### config.mk
export PLATFORM = sky130hd
export DESIGN_NAME = i2s_tx
export DESIGN_NICKNAME = d
export VERILOG_FILES = /design/src/rtl/i2s_pkg.sv /design/src/rtl/i2s_bclk_gen.sv /design/src/rtl/i2s_tx.sv
export SDC_FILE = /design/constraint.sdc
export NUM_CORES = 1
export LEC_CHECK = 0
export BUFFER_PORTS_ARGS = -buffer_cell sky130_fd_sc_hd__buf_2
export CAP_MARGIN = 20
export CORE_UTILIZATION = 52
export CTS_CLUSTER_DIAMETER = 40
export CTS_CLUSTER_SIZE = 40
export DETAILED_ROUTE_END_ITERATION = 7
export GPL_ROUTABILITY_DRIVEN = 0
export PLACE_DENSITY = 0.75
export SLEW_MARGIN = 0
export SYNTH_ARGS = -nofsm -noshare
export SYNTH_HDL_FRONTEND = slang
export SYNTH_HIERARCHICAL = 1
export SYNTH_SLANG_ARGS = --single-unit
### constraint.sdc
create_clock -name clk -period 2.42 [get_ports clk]
set_input_delay 0.484 -clock clk [delete_from_list [all_inputs] [get_ports clk]]
set_output_delay 0.484 -clock clk [all_outputs]
set_load 0.05 [all_outputs]
### src/rtl/i2s_pkg.sv
// Shared constants and helpers for the I2S transmit/receive blocks.
// Frame geometry is fixed: 16-bit samples in 32-bit slots, 64 bit clocks per frame.
package i2s_pkg;

  localparam int SAMPLE_W   = 16;
  localparam int SLOT_BITS  = 32;
  localparam int FRAME_BITS = 64;
  localparam int POS_W      = $clog2(SLOT_BITS);
  localparam int BIT_CNT_W  = $clog2(FRAME_BITS);

  function automatic bit bclk_div_ok(input int div);
    return div >= 2;
  endfunction

endpackage

### src/rtl/i2s_bclk_gen.sv
// Bit-clock divider: toggles bclk every BCLK_DIV system clocks and flags the
// cycle on which bclk is about to fall so callers can update data on that edge.
module i2s_bclk_gen #(
  parameter int BCLK_DIV = 8
) (
  input  logic clk,
  input  logic rst_n,
  output logic bclk,
  output logic fall_stb
);

  localparam int CNT_W = (BCLK_DIV > 1) ? $clog2(BCLK_DIV) : 1;

  logic [CNT_W-1:0] div_cnt;
  logic             tc;

  assign tc       = (div_cnt == CNT_W'(BCLK_DIV - 1));
  assign fall_stb = tc & bclk;

  always_ff @(posedge clk or negedge rst_n) begin
    if (!rst_n) begin
      div_cnt <= '0;
      bclk    <= 1'b0;
    end else if (tc) begin
      div_cnt <= '0;
      bclk    <= ~bclk;
    end else begin
      div_cnt <= div_cnt + 1'b1;
    end
  end

endmodule

### src/rtl/i2s_tx.sv
// Philips I2S master transmitter: one-entry stereo buffer feeding 32-bit slots,
// with bclk, lrclk and sdata all registered in the system clock domain.
module i2s_tx
  import i2s_pkg::*;
#(
  parameter int BCLK_DIV = 8
) (
  input  logic                clk,
  input  logic                rst_n,
  input  logic [SAMPLE_W-1:0] in_ldata,
  input  logic [SAMPLE_W-1:0] in_rdata,
  input  logic                in_valid,
  output logic                in_ready,
  output logic                audio_bclk,
  output logic                audio_lrclk,
  output logic                audio_sdata,
  output logic                underrun
);

  generate
    if (!bclk_div_ok(BCLK_DIV)) begin : g_bad_div
      $error("i2s_tx: BCLK_DIV must be at least 2");
    end
  endgenerate

  logic                       bclk;
  logic                       fall_stb;
  logic [BIT_CNT_W-1:0]       bit_cnt;
  logic [BIT_CNT_W-1:0]       bit_nxt;
  logic                       frame_load;
  logic                       accept;
  logic                       buf_full;
  logic                       buf_full_nxt;
  logic signed [SAMPLE_W-1:0] buf_l;
  logic signed [SAMPLE_W-1:0] buf_r;
  logic signed [SAMPLE_W-1:0] shift_l;
  logic signed [SAMPLE_W-1:0] shift_r;

  // Slot position p carries sample bit 16-p for p=1..16; p=0 is the I2S one-bit delay.
  function automatic logic slot_bit(input logic signed [SAMPLE_W-1:0] s,
                                    input logic [POS_W-1:0] p);
    logic [POS_W-1:0] idx;
    idx = POS_W'(SAMPLE_W) - p;
    if ((p != '0) && (p <= POS_W'(SAMPLE_W)))
      return s[idx[$clog2(SAMPLE_W)-1:0]];
    else
      return 1'b0;
  endfunction

  i2s_bclk_gen #(
    .BCLK_DIV (BCLK_DIV)
  ) u_bclk_gen (
    .clk      (clk),
    .rst_n    (rst_n),
    .bclk     (bclk),
    .fall_stb (fall_stb)
  );

  assign bit_nxt      = bit_cnt + 1'b1;
  assign frame_load   = fall_stb & (bit_cnt == BIT_CNT_W'(FRAME_BITS - 1));
  assign accept       = in_valid & in_ready;
  assign buf_full_nxt = accept | (buf_full & ~frame_load);
  assign audio_bclk   = bclk;
  assign audio_lrclk  = bit_cnt[BIT_CNT_W-1];

  always_ff @(posedge clk or negedge rst_n) begin
    if (!rst_n) begin
      bit_cnt     <= BIT_CNT_W'(FRAME_BITS - 1);
      buf_full    <= 1'b0;
      in_ready    <= 1'b1;
      underrun    <= 1'b0;
      audio_sdata <= 1'b0;
    end else begin
      buf_full <= buf_full_nxt;
      in_ready <= ~buf_full_nxt;
      underrun <= frame_load & ~buf_full;
      if (fall_stb) begin
        bit_cnt     <= bit_nxt;
        audio_sdata <= slot_bit(bit_nxt[BIT_CNT_W-1] ? shift_r : shift_l,
                                bit_nxt[POS_W-1:0]);
      end
    end
  end

  // Sample storage carries no reset; validity is tracked by buf_full alone.
  always_ff @(posedge clk) begin
    if (accept) begin
      buf_l <= $signed(in_ldata);
      buf_r <= $signed(in_rdata);
    end
    if (frame_load) begin
      shift_l <= buf_full ? buf_l : '0;
      shift_r <= buf_full ? buf_r : '0;
    end
  end

endmodule

==> results of run 1 <==
-- area by class of cell --
| cell class | instances | area, um2 |
|---|---|---|
| Fill cell | 443 | 2220 |
| Timing Repair Buffer | 42 | 230 |
| Inverter | 6 | 26.3 |
| Tap cell | 75 | 93.8 |
| Clock buffer | 9 | 124 |
| Sequential cell | 78 | 2280 |
| Multi-Input combinational cell | 132 | 937 |
| Clock inverter | 7 | 72.6 |
-- stage by stage --
step	std cells	area [um2]	hold slack, ps	utilization, %	total power [mW]
4_1_cts	349	3770	9.88	62.9	2.54
6_report	349	3770	16.2	62.9	2.51
5_1_grt	349	3770	21.1	62.9	2.60
3_5_place_dp	333	3570	397	59.6	1.60
3_3_place_gp	333	3570	391	59.6	1.60
2_1_floorplan	226	3290	188	-	1.56
-- synth_stat cells (4+ instances only) --
master    instances
o21ai_0           6
edfxtp_1         64
clkbuf_1          5
inv_2             4
and2_1           34
a211oi_1          4
xnor2_1           4
dfrtp_1           7
nand3_1           4
nand2_1          10
nor2_1           12
dfstp_2           7
-- layout by cell type (no fill, tap or decap), types with 4 or more instances in the layout --
cell       n
dfrtp_1    6
edfxtp_1  64
a211oi_1   4
nand2_1   10
buf_2     39
nor2_1    12
o21ai_0    6
and2_1    34
xnor2_1    4
clkbuf_8   9
inv_2      4
nand3_1    4
dfstp_2    7
-- where the power goes --
group          switching, mW  internal [mW]
combinational         0.0352         0.0403
clock                  0.457          0.479
sequential            0.0127           1.48
total                  0.504           2.00
-- layer usage --
| layer | global-route usage [%] | vias up | wire, um |
|---|---|---|---|
| li1 | - | 915 | - |
| met1 | 21.6 | 819 | 2190 |
| met2 | 23.8 | 43 | 2160 |
| met3 | 4.67 | 10 | 173 |
| met4 | 9.64 | 0 | 104 |
| met5 | 0 | - | 0 |
-- flip-flops by register name, indices dropped and copies added (netlist names) --
| signal | cells |
|---|---|
| shift_l | 16 |
| in_ready | 1 |
| buf_l | 16 |
| buf_full | 1 |
| shift_r | 16 |
| buf_r | 16 |
| underrun | 1 |
| bit_cnt | 6 |
| audio_sdata | 1 |
| u_bclk_gen/bclk | 1 |
| u_bclk_gen/div_cnt | 3 |
-- path summary, 6_finish.rpt --
kind	startpoint	cells past startpoint	to
hold reg to reg	u_bclk_gen/div_cnt[0]$_DFF_PN0_	1	u_bclk_gen/div_cnt[0]$_DFF_PN0_
max in group asynchronous	rst_n	1	in_ready$_DFF_PN1_
hold / removal	rst_n	1	underrun$_DFF_PN0_
setup / recovery	bit_cnt[0]$_DFFE_PN1P_	7	audio_sdata$_DFFE_PN0P_
setup reg to reg	bit_cnt[0]$_DFFE_PN1P_	7	audio_sdata$_DFFE_PN0P_
min in group clk	in_ldata[12]	1	buf_l[12]$_DFFE_PP_
-- cell families (layout without fill, tap and decap cells) --
family,count (synthesis),after routing,synth area share (%)
buffers and inverters,16,64,2.06
xor gates and xnor gates,8,8,2.70
adders and majority gates,3,3,1.14
muxes,5,5,2.02
AOI/OAI and AO/OA,35,35,8.11
DFF,78,78,69.4
and+or+nand+nor,81,81,14.5
==> flow_summary.ini, run 1 <==
[cts]
worst_setup_hold_path_clk_slew_ps = 80
post_cts.repair.setup_buffers = 0
tritoncts_num_sinks = 78
ctsHoldBuffers = 0
cts_tree = done
cts_made_buffers = 9
cts-resized-gates = 0
number_of_levels_the_h_tree_was_split_into = 3
ctsRootBufferMaster = clkbuf_8
clk_latency_ps = 350
buffer_depth_of_the_longest_clock_path = 2

[min_path]
worstHoldPathType = in -> async

[yosys]
yosys.area.top_type = edfxtp_1
synthesis.area_um2 = 3290
post_synth_inst_count = 226
syn_area_per_cell_um2 = 14.5
ys.flop_type = edfxtp_1
ys_warn_count = 6
synthDominantCellAreaShare_pct = 58.5
ys_async_sr_fraction_pct = 17.9
number_of_enable_flip_flop_cells_after_synthesis = 64
synth_top_cells_by_area = edfxtp_1 58%, and2_1 6.5%, dfstp_2 5.6%
postSynthRegisterBits = 78
ys_types = 50
seq_area_frac_synth_pct = 69.4
mappedNetlistNets = 264

[power]
power_leakage_nw = 1.38
power.ir.vdd_worst_uv = 493
power_density_nw_per_um2 = 665

[global_routing]
grt_start_max_net_pins = 35
overflow_left_after_global_routing = 0
grt_antenna_before_repair = 0
globalRouteTotalUtil_pct = 16.3
grt_first_pass_wirelength_mm = 7.64
grt_pass1_vias = 1640

[die]
start_util_pct = 54.8
fp-row-count = 28
core_ar_um2 = 5990
y_dimension_of_the_die_um = 81.5
die_area_um2 = 6640
die_width_um = 81.5
io_pins = 40

[timing]
hold_viol_final = 0
max-slew-margin-rel_pct = 55.3
worstMarginPinSlew_ps = 671
finalSetupTns_ps = 0
period_share_pct = 90.6
grt_setup_unrepaired = false
report.final.setup_viol = 0
finalWorstPathRequiredPeriod_ps = 2190
layout_setup_ws_ps = 227
finalMaxSlewViolations = 0
fmax_mhz = 456
timing.clock.skew_ps = 8.29

[setup_path]
worst_ep_required_time_ps = 2690
critPathCaptureType = flip-flop
path_max_fanout = 10
cpLargestDelayFamily = flip-flops
reg2reg_setup_slack_ps = 230
slowest_stage_delay_on_critical_path_ps = 660
critPathArrivalTime_ps = 2460
cp_cell_sequence = ha_1, or3_1, o31ai_1, o21ai_1, xor2_1, o21ba_2, a32oi_1
critPathBufInv = 0
critPathLaunchType = flip-flop
crit_type = reg -> reg
critical-path-slowest-cell = dfstp_2

[route]
routed-via-count = 1787
initialDrtViolationCount = 56
drc = 0
final_antenna_net_count = 0
detail_route.vias_per_cell = 5.12
drtPass1Iterations = 4
detail_route.wl_per_cell_um = 13.3
routed_wl_mm = 4.63

[finish]
layout_overhead_on_the_synthesized_area_pct = 14.6
nets = 307
share_of_final_layout_standard_cells_stronger_than_drive_strength_1_pct = 30.7
inserted_diodes = 0

[place]
io_buffer_count = 39
hpwl_mm = 3.19
pre_cts_ws_ps = 241

[outcome]
run_status = completed

[flow_run]
max_cap_viol_count = 0
(Power assumes the default switching activity.)
==> run 2: changes to the inputs <==
- ABC_AREA: unset -> 1
==> flow_summary.ini, run 2 <==
[cts]
cts_made_buffers = 9
worst_setup_hold_path_clk_slew_ps = 80
ctsHoldBuffers = 0
buffer_depth_of_the_longest_clock_path = 2
post_cts.repair.setup_buffers = 0
tritoncts_num_sinks = 78
cts_tree = done
ctsRootBufferMaster = clkbuf_8
number_of_levels_the_h_tree_was_split_into = 3
clk_latency_ps = 350
cts-resized-gates = 0

[route]
met1_length_mm = 2.16
drtPass1Iterations = 4
uppermost_layer_routed = met4
detail_route.vias_per_cell = 4.75
detail_route.wl_per_cell_um = 11.9
met2RoutedLength_mm = 2.49
final_antenna_net_count = 0
initialDrtViolationCount = 151
routed_wl_mm = 4.96
routed-via-count = 1980
drc = 0
met3RoutedLength_um = 240

[min_path]
worstHoldPathType = in -> async

[power]
power.ir.vdd_worst_uv = 571
power.switching_uw = 538
power.total_mw = 2.74
power_leakage_nw = 1.73
cellInternalPower_mw = 2.21
clock_power_share_pct = 42.4
combPwrFrac_pct = 2.9
netSwitchingFraction_pct = 19.6
power_density_nw_per_um2 = 720
sequential_share_of_power_pct = 54.6

[timing]
layout_setup_ws_ps = 394
finalMaxSlewViolations = 0
timing.hold.ws_ps = 12.2
hold_viol_final = 0
finalSetupTns_ps = 0
grt_setup_unrepaired = false
finalWorstPathRequiredPeriod_ps = 2030
timing.clock.skew_ps = 9.71
fmax_mhz = 494
period_share_pct = 83.7
worstMarginPinSlew_ps = 1010
max-slew-margin-rel_pct = 32.4
report.final.setup_viol = 0

[setup_path]
slowest_stage_delay_on_critical_path_ps = 600
critPathArrivalTime_ps = 2070
critPathCaptureType = flip-flop
crit_type = reg -> reg
path_max_fanout = 29
worst_ep_required_time_ps = 2470
reg2reg_setup_slack_ps = 390
critPathLaunchType = flip-flop
critical-path-slowest-cell = dfstp_2
cp_cell_sequence = ha_1, nand2_1, nor2_1, inv_1, nor2_1, inv_1, nor3_4, buf_12

[yosys]
yosys.area.top_type = edfxtp_1
post_synth_most_frequent_cells = 84 x nand2_1, 64 x edfxtp_1, 51 x inv_1
post_synth_inst_count = 292
ys.flop_type = edfxtp_1
number_of_enable_flip_flop_cells_after_synthesis = 64
synthesis.area_um2 = 3290
ys_async_sr_fraction_pct = 17.9
synth.most_common_cell = nand2_1
synth_top_cells_by_area = edfxtp_1 58%, nand2_1 9.6%, inv_1 5.8%
postSynthRegisterBits = 78
seq_area_frac_synth_pct = 69.3
synthDominantCellAreaShare_pct = 58.4
mappedNetlistNets = 330
syn_area_per_cell_um2 = 11.3
ys_warn_count = 6
ys_types = 27

[die]
die_area_um2 = 6650
core_ar_um2 = 6030
fp-row-count = 28
io_pins = 40
start_util_pct = 54.6
die_width_um = 81.6
y_dimension_of_the_die_um = 81.6

[finish]
share_of_final_layout_standard_cells_stronger_than_drive_strength_1_pct = 24.6
final_cell_mix = 84 x nand2_1, 64 x edfxtp_1, 51 x inv_1
inserted_diodes = 0
layout_commonest_cell = nand2_1
layout_overhead_on_the_synthesized_area_pct = 15.7
nets = 375

[global_routing]
grt_pass1_vias = 1735
grt_first_pass_wirelength_mm = 7.99
globalRouteTotalUtil_pct = 17.0
overflow_left_after_global_routing = 0
grt_antenna_before_repair = 0
grt_start_max_net_pins = 35

[place]
pre_cts_ws_ps = 403
io_buffer_count = 39
hpwl_mm = 3.23

[outcome]
run_status = completed

[flow_run]
max_cap_viol_count = 0
[run 2: cell count changes in the layout (fill, tap and decap cells not counted), moves of 3 or more]
cell      previous run  this run
a211oi_1             4         1
a21o_1               3         0
a21oi_1              1         6
and2_1              34         0
and3_1               3         0
inv_1                1        51
mux2_2               3         0
nand2_1             10        84
nand2_2              0         9
nand2b_1             3         0
nand3_1              4        19
nand4_1              3         0
or3_1                3         0
xnor2_1              4         1
[run 2: critical path, delay by kind of cell, from the launching register on]
kind                     cells  cell delay [ps]
adder cells (fa/ha/maj)      1              200
flip-flops                   1              600
buffers and inverters        3              380
AND/OR/NAND/NOR              4              530
[run 2: path summary, 6_finish.rpt]
kind	from	to	cells past startpoint
hold reg to reg	u_bclk_gen/div_cnt[0]$_DFF_PN0_	u_bclk_gen/div_cnt[0]$_DFF_PN0_	1
min in group clk	in_ldata[0]	buf_l[0]$_DFFE_PP_	1
setup / recovery	bit_cnt[0]$_DFFE_PN1P_	shift_r[15]$_SDFFCE_PN0P_	8
hold / removal	rst_n	underrun$_DFF_PN0_	1
setup reg to reg	bit_cnt[0]$_DFFE_PN1P_	shift_r[15]$_SDFFCE_PN0P_	8
max in group asynchronous	rst_n	bit_cnt[3]$_DFFE_PN1P_	1
[run 2: metal layers]
| metal | vias up | track usage (%) |
|---|---|---|
| met1 | 900 | 21.5 |
| met3 | 6 | 5.00 |
| met4 | 0 | 9.11 |
| met5 | - | 0 |
| li1 | 1021 | - |
| met2 | 53 | 26.6 |
[run 2: per-stage QoR]
step | std cells | cell area [um2] | utilization, %
CTS | 417 | 3810 | 63.2
finish | 417 | 3810 | 63.2
floorplan | 292 | 3300 | -
global placement | 401 | 3560 | 59.2
global route | 417 | 3810 | 63.2
detailed placement | 401 | 3560 | 59.2
[run 2: final cells by class]
class | instances | area [um2]
clock inverters | 7 | 120
clock buffers | 9 | 124
multi-input cells | 153 | 761
well taps | 75 | 93.8
inverters | 53 | 199
flip-flops and latches | 78 | 2280
fillers | 478 | 2220
repair buffers | 42 | 230
[run 2: kinds of logic (layout without fill, tap and decap cells)]
group / count (synthesis) / in the layout / share of synthesized area [%]
flops: 78 / 78 / 69.3
compound gates: 15 / 15 / 2.89
buf+inv: 61 / 111 / 7.91
fa+ha+maj: 3 / 3 / 1.14
simple gates: 131 / 131 / 17.7
xor+xnor: 4 / 4 / 1.06
[run 2: power groups by stage]
stage          sequential [mW]  combinational, mW  clock [mW]
2_1_floorplan             1.52             0.0450           0
3_3_place_gp              1.53             0.0763           0
3_5_place_dp              1.53             0.0807           0
4_1_cts                   1.50             0.0828        1.19
5_1_grt                   1.50             0.0922        1.24
6_report                  1.50             0.0803        1.16
==> run 3: changes to the inputs <==
- CORE_UTILIZATION: 52 -> 53
- PLACE_DENSITY: 0.75 -> 0.74
- clock period: 2.42 -> 1.9 ns (I/O delays scaled with it)
==> flow_summary.ini, run 3 (synthesis gave the netlist of run 2 again) <==
[flow_run]
max_cap_viol_count = 0

[cts]
cts_made_buffers = 9
worst_setup_hold_path_clk_slew_ps = 80
number_of_levels_the_h_tree_was_split_into = 3
cts_tree = done
buffer_depth_of_the_longest_clock_path = 2
ctsRootBufferMaster = clkbuf_8
tritoncts_num_sinks = 78
clk_latency_ps = 350

[global_routing]
grt_start_max_net_pins = 35
grt_first_pass_wirelength_mm = 7.65
globalRouteTotalUtil_pct = 16.8
grt_pass1_vias = 1749
grt_antenna_before_repair = 0
overflow_left_after_global_routing = 0

[die]
start_util_pct = 55.3
core_ar_um2 = 5960
die_width_um = 80.8
die_area_um2 = 6530
y_dimension_of_the_die_um = 80.8
io_pins = 40
fp-row-count = 28

[power]
power_density_nw_per_um2 = 784
power_leakage_nw = 1.83
power.total_mw = 3.18
power.ir.vdd_worst_uv = 610

[place]
hpwl_mm = 3.23
placement.cell_area_um2 = 3620
io_buffer_count = 39
place_inst = 406

[setup_path]
critPathArrivalTime_ps = 1940
worst_reg2reg_path_depth = 9
critPathLaunchType = flip-flop
reg2reg_to = shift_r[13]$_SDFFCE_PN0P_
crit_type = reg -> reg
crit_path_capture = shift_r[13]$_SDFFCE_PN0P_
worst_ep_required_time_ps = 1960
path_max_fanout = 8
critPathCaptureType = flip-flop
r2r-start = bit_cnt[1]$_DFFE_PN1P_
reg2reg_setup_slack_ps = 20
crit_start = bit_cnt[1]$_DFFE_PN1P_

[route]
detail_route.vias_per_cell = 4.73
drc = 0
drtPass1Iterations = 4
routed-via-count = 2071
initialDrtViolationCount = 136
routed_wl_mm = 5.12
final_antenna_net_count = 0
detail_route.wl_per_cell_um = 11.7

[min_path]
worstHoldPathType = in -> reg

[finish]
final_cell_area_um2 = 4060
share_of_final_layout_standard_cells_stronger_than_drive_strength_1_pct = 32.2
final_cell_mix = 83 x nand2_1, 64 x edfxtp_1, 47 x inv_1
layout.cells.non_filler = 438
nets = 396
inserted_diodes = 0
layout_commonest_cell = nand2_1
layout_overhead_on_the_synthesized_area_pct = 23.4

[timing]
timing.clock.skew_ps = 10.4
max-slew-margin-rel_pct = 73.4
finalMaxSlewViolations = 0
grt_setup_unrepaired = true
fmax_mhz = 531
finalSetupTns_ps = 0
hold_viol_final = 0
timing.hold.ws_ps = 203
finalWorstPathRequiredPeriod_ps = 1880
period_share_pct = 99.1
report.final.setup_viol = 0
worstMarginPinSlew_ps = 400

[outcome]
run_status = completed
==> run 3: layout make-up <==
cell class                      count  area, um2
Sequential cell                    78       2280
Tap cell                           75       93.8
Multi-Input combinational cell    154        855
Clock inverter                      7       65.1
Clock buffer                        9        124
Fill cell                         426       1900
Inverter                           53        199
Timing Repair Buffer               62        442
==> run 3: power by group <==
group	internal, mW	switching (mW)	total [mW]
Combinational	0.0465	0.0730	0.119
Sequential	1.89	0.00596	1.89
Clock	0.596	0.573	1.17
Total	2.53	0.652	3.18
==> run 3: per-layer routing <==
metal  share of wire, %  GRT usage (%)
met5                  0              0
met4                2.2           10.5
met3                4.6           5.06
met2                 49           27.7
met1                 44           19.1
==> run 3: what timing repair did <==
action | 4_1_cts | 5_1_grt
hold buffers | 1 | 0
pin swaps | 1 | 15
gates resized for setup | 1 | 16
endpoints found under the hold margin | 7 | 0
setup buffers | 1 | 10
setup endpoints to repair | 1 | 32
gates cloned | 0 | 4
==> run 3: how the worst min path moves through the flow <==
stage / start / to / slack (ps) / cells past startpoint
final: in_rdata[8] / buf_r[8]$_DFFE_PP_ / 200 / 1
after global routing: in_ldata[10] / buf_l[10]$_DFFE_PP_ / 180 / 1
after CTS: in_rdata[10] / buf_r[10]$_DFFE_PP_ / 190 / 1
after detailed placement: rst_n / u_bclk_gen/div_cnt[2]$_DFF_PN0_ / 290 / 1
after global placement: rst_n / u_bclk_gen/div_cnt[2]$_DFF_PN0_ / 290 / 1
after floorplan: rst_n / audio_sdata$_DFFE_PN0P_ / 80 / 0
==> run 3: stage by stage <==
step                setup WS (ps)  utilization (%)
floorplan                    -460                -
global placement             26.0             60.8
detailed placement           12.8             60.8
CTS                          3.52             64.4
global route                -76.7             68.2
finish                       16.5             68.2
==> run 3: critical path: stages (launching register included) <==
cell	delay, ps
dfstp_2	580
ha_4	160
nand2_4	50
nor2_4	100
inv_2	40
nor2_2	100
inv_2	50
nor3_4	190
buf_12	160
clkbuf_16	150
